File: src/rtl/reg_bank_arbiter.sv
// Register bank shared by two requesters over a four-phase req/ack handshake, round-robin arbitrated.
// Latency: grant at edge E, access and ack at E+1, ack drops at E+2; r0_out is a live view of register 0.
module reg_bank_arbiter #(
  parameter int WIDTH = 8,
  parameter int DEPTH = 4
) (
  input  logic             clock,
  input  logic             resetn,
  input  logic             req0,
  input  logic             we0,
  input  logic [1:0]       addr0,
  input  logic [WIDTH-1:0] wdata0,
  output logic             ack0,
  input  logic             req1,
  input  logic             we1,
  input  logic [1:0]       addr1,
  input  logic [WIDTH-1:0] wdata1,
  output logic             ack1,
  output logic [WIDTH-1:0] rdata,
  output logic             busy,
  output logic             owner,
  output logic [WIDTH-1:0] r0_out
);

  typedef enum logic [1:0] {IDLE, ACCESS, ACK, WAIT} state_t;

  state_t           state, state_nxt;
  logic             grant;
  logic             grant_sel;
  logic             lat_we;
  logic [1:0]       lat_addr;
  logic [WIDTH-1:0] lat_wdata;
  logic [WIDTH-1:0] bank [DEPTH];

  always_ff @(posedge clock) begin
    if (!resetn) state <= IDLE;
    else         state <= state_nxt;
  end

  always_comb begin
    state_nxt = state;
    grant     = 1'b0;
    grant_sel = owner;
    case (state)
      IDLE: begin
        // On contention the requester that did not hold the last grant wins.
        if (req0 && req1) begin
          grant     = 1'b1;
          grant_sel = ~owner;
        end else if (req0) begin
          grant     = 1'b1;
          grant_sel = 1'b0;
        end else if (req1) begin
          grant     = 1'b1;
          grant_sel = 1'b1;
        end
        if (grant) state_nxt = ACCESS;
      end
      ACCESS: state_nxt = ACK;
      ACK:    state_nxt = WAIT;
      WAIT:   if (!(owner ? req1 : req0)) state_nxt = IDLE;
      default: state_nxt = IDLE;
    endcase
  end

  always_ff @(posedge clock) begin
    if (!resetn) begin
      for (int i = 0; i < DEPTH; i++) bank[i] <= '0;
      rdata     <= '0;
      ack0      <= 1'b0;
      ack1      <= 1'b0;
      owner     <= 1'b1;
      lat_we    <= 1'b0;
      lat_addr  <= '0;
      lat_wdata <= '0;
    end else begin
      ack0 <= 1'b0;
      ack1 <= 1'b0;
      if (grant) begin
        owner     <= grant_sel;
        lat_we    <= grant_sel ? we1    : we0;
        lat_addr  <= grant_sel ? addr1  : addr0;
        lat_wdata <= grant_sel ? wdata1 : wdata0;
      end
      if (state == ACCESS) begin
        if (lat_we) bank[lat_addr] <= lat_wdata;
        else        rdata          <= bank[lat_addr];
        if (owner) ack1 <= 1'b1;
        else       ack0 <= 1'b1;
      end
    end
  end

  assign busy   = (state != IDLE);
  assign r0_out = bank[0];

endmodule

File: config.mk
export PLATFORM = sky130hd
export DESIGN_NAME = reg_bank_arbiter
export DESIGN_NICKNAME = d
export VERILOG_FILES = /design/src/rtl/reg_bank_arbiter.sv
export SDC_FILE = /design/constraint.sdc
export NUM_CORES = 1
export LEC_CHECK = 0
export BUFFER_PORTS_ARGS = -buffer_cell sky130_fd_sc_hd__buf_4
export CORE_ASPECT_RATIO = 1.4
export CORE_UTILIZATION = 40
export DETAILED_ROUTE_END_ITERATION = 10
export GPL_TIMING_DRIVEN = 0
export PLACE_DENSITY = 0.66
export SLEW_MARGIN = 20
export SYNTH_ARGS = -nofsm -noshare
export SYNTH_HDL_FRONTEND = slang
export SYNTH_SLANG_ARGS = --single-unit
File: constraint.sdc
create_clock -name clock -period 1.93 [get_ports clock]
set_input_delay 0.0965 -clock clock [delete_from_list [all_inputs] [get_ports clock]]
set_output_delay 0.0965 -clock clock [all_outputs]
set_load 0.01 [all_outputs]
* After elaboration in Yosys (flattened, before gate mapping)
Memories as Yosys holds them, arrays and structs flattened. A register that Yosys moved wholly into a read port is not among the register bits.
Cells that the tools add are included.
** Word-level totals
- Bits in registers :: 16
- Bits in writable memories :: 32
- Bits of input ports :: 26
- Output and inout port bits :: 20
- Memories :: 1
** Operators by class
- Equality and inequality tests :: 5
- Mux-type cells :: 26
- Bitwise gates (word level) :: 2
- Reduce and logical (&&, ||, !) cells :: 8
** Memory list
- bank :: depth 4, width 8, rd ports 2, clocked after memory_dff 1, write ports 4, line 33 : logic [WIDTH-1:0] bank [DEPTH];
** Operators by type and width (number)
- two-way mux 1 bit :: 19
- two-way mux 8 bit :: 2
- two-way mux 2 bit :: 4
- case mux 2 bit (4 select lines) :: 1
- OR reduction 8 bit :: 1
- AND reduction 2 bit :: 3
- equality test 2 bit (second input constant) :: 2
- != test 2 bit (second input constant) :: 2
- equality test 2 x 1 -> 1 bit (second input constant) :: 1
- zero test 2 bit :: 1
- NOT 1 bit :: 2
- nonzero test 2 bit :: 1
- logical AND 1 bit :: 1
- zero test 1 bit :: 1

* Depth between registers and ports, before layout
- Depth after elaboration :: 6
- Gate-level depth with buffers :: 7
- Gate-level depth less buffers :: 5

* Least setup slack after synthesis
No wires, ideal clock.
- Path kind :: register to register
- From :: reg state[1]
- To :: mem bank[3][0], enable pin
- Setup time :: 0.384 ns
- Data arrival time :: 1.309 ns
- Required time :: 1.546 ns
- Setup slack :: 0.237 ns
- Stages on the path, launching flop included :: 5
- Buffers on the path :: 0
- Clock period less this slack :: 1.693 ns
- Cell sequence :: dfxtp_1 inv_1 ha_1 nand2_1 o21ai_0
** RTL lines
- start, declared :: line 27 : state_t state, state_nxt;
- start signal, assigned :: line 37 : else state <= state_nxt;
- end, declared :: line 33

==> results.cfg <==
[final_layout]
multi_input_area_um2 = 1130
nNetsFinal = 293
area_growth_pct = 20.8
mostFrequentLayoutCell = buf_4
final_cell_area_um2 = 3210
n_fill_cell = 588
drive_gt1_share_pct = 37.5
diodes = 0
seq_area_um2 = 1440
final_cell_mix = 49 x buf_4, 33 x and2_1, 32 x edfxtp_1

[timing]
max_freq_mhz = 548
max_slew_margin_pct = 44.7
layout_setup_ws_ns = 0.104
hold_viol = 0
setup_violations = 0
drv_slew = 0
tns_ns = 0
tightest_slew_ns = 0.824
finClkSkew_ns = 0.00604
rsz0062_at_grt = yes
fin_crit_ns = 1.83
min_period_over_period_pct = 94.6

[placement]
place.gp.congestion = 0.818
dpl_worst_slack_ns = -0.279
dpl.hpwl_mm = 3.89
place_area_um2 = 3080
portBuffers = 45

[pwr]
ir_drop_mv = 0.612
cellLeakagePower_nw = 1.24
power_density_nw_per_um2 = 1100
total_power_w = 0.00353

[worst_setup_path]
worst_setup_path_start_kind = flop
r2r-start = state[1]
worstReg2RegEnd = bank[3][7]
worstSetupPathType = flop to flop
cp.arrival_ns = 1.76
critPathCaptureType = flop
r2r_slack_ns = 0.10
reg2reg_depth = 4
crit_required_ns = 1.87
worstPathMaxFanout = 8

[yosys]
synth_warnings = 0
ys_types = 33
synthesis.nets = 238
avgSynthCellArea_um2 = 12.8
syn_inst = 208
synth-seq-cells = 56
ys_seq_area_share_pct = 54.3
syn_area_um2 = 2660

[floorplan]
die_y_um = 98.4
die_w_um = 70.9
initial_core_util_pct = 42.2
row_count = 34
ios = 46
die_area_um2 = 6980
core_um2 = 6300

[drt]
wl_met1_mm = 2.15
postRouteAntennaNets = 0
drt_pre_antenna_iters = 8
met2_length_mm = 2.79
wl_met3_um = 232
routedWlPerCell_um = 15.7
highest_layer = met4
totalWireLength_mm = 5.28
viasPerCell = 5.24
drt-initial-drc-count = 59
route.detailed.drc = 0
num_vias = 1760

[clock_tree]
clk_latency_ns = 0.30
clk_pin_slew_worst_paths_ns = 0.09
cts_tree = built
cts_buffers = 5
root_buffer = clkbuf_8
clk_path_buf_depth = 2
cts.sinks = 56
cts_htree_levels = 2

[min_path]
hold_class = input pin to flop
hold_path_depth = 3
min_from = wdata0[0]
holdPathEnd = lat_wdata[0]

[global_routing]
grt-ovfl-total = 0
grt_antenna_before_repair = 0
track_usage_pct = 16.6
grt_pass1_vias = 1805
grt_pass1_wl_mm = 8.74
grt_start_max_net_pins = 16

[outcome]
status = complete, no violations

[run]
drv_cap = 0
[worst max-delay path, cell delays in order, from the launching register on]
cell and delay (ns):
dfxtp_1 0.35, inv_1 0.08, ha_1 0.23, nand2_1 0.12, o21ai_1 0.67
[logic make-up after synthesis]
group / share of synthesized area [%]
flops: 54.3
mux: 7.87
simple gates: 14.1
compound gates: 17.8
buf+inv: 4.05
fa+ha+maj: 1.88
[where the power goes]
part	switching (W)	total (W)	internal, W
registers	0.000153	0.00161	0.00146
clock network	0.000353	0.000607	0.000254
logic	0.000714	0.00131	0.000594
total	0.00122	0.00353	0.00231
[what timing repair did]
action	4_1_cts	5_1_grt
resized for setup	3	2
setup buffers	0	3
endpoints found under the hold margin	0	0
pin swaps	0	1
cloned	0	0
setup endpoints to repair	16	18
hold buffers	0	0
[final cells by class]
| class | instances | area share [%] |
|---|---|---|
| sequential | 56 | 44.9 |
| clock inverter | 1 | 0.117 |
| multi-input combinational | 133 | 35.2 |
| timing repair buffer | 48 | 11.2 |
| buffer | 14 | 2.77 |
| clock buffer | 7 | 2.38 |
| tap | 72 | 2.81 |
| inverter | 5 | 0.585 |
[cell usage after synthesis, drive strengths merged]
cell type,n,area (µm²)
o2bb2ai,8,70.1
nor3,3,30.0
a2111oi,11,153
dfxtp,24,480
ha,4,50.1
o21a,1,7.51
a211oi,11,128
mux2i,1,10.0
clkbuf,2,7.51
and3,2,12.5
inv,5,18.8
nand2b,3,18.8
nor2b,1,6.26
mux4,8,184
and2,33,206
a22oi,1,12.5
buf,12,81.3
nor2,13,48.8
a31o,1,8.76
edfxtp,32,961
nand2,14,52.6
a211o,1,8.76
o211a,1,10.0
mux2,1,15.0
a21oi,1,5.00
o21ai,14,70.1
[metrics by stage]
stage	cells	hold WS [ns]	utilization, %
2_1_floorplan	208	0.292	-
3_3_place_gp	325	0.427	49.0
3_5_place_dp	325	0.421	49.0
4_1_cts	333	0.0895	50.4
5_1_grt	336	0.106	51.0
6_report	336	0.0992	51.0
[per-layer routing]
metal | track usage [%] | vias up
met5 | 0 | -
met1 | 18.6 | 818
met2 | 29.4 | 53
li1 | - | 879
met4 | 7.69 | 0
met3 | 3.78 | 10
[state kept, by name, indices dropped and copies added, names as in the netlist]
name and count:
ack0 1, rdata 8, owner 1, state 2, ack1 1, lat_addr 2, bank 32, lat_we 1
lat_wdata 8
[worst max-delay path by stage]
stage | from | endpoint | slack [ns] | cells after the start
after floorplan | state[1] | bank[3][0] | 0.24 | 4
after global placement | state[1] | bank[0][1] | -0.30 | 5
after detailed placement | state[1] | bank[0][1] | -0.28 | 5
after CTS | state[1] | bank[2][2] | -0.02 | 5
after global routing | lat_addr[0] | bank[3][2] | -0.02 | 3
final | state[1] | bank[3][7] | 0.10 | 4
Note: power is estimated with default switching activity, not from simulation.
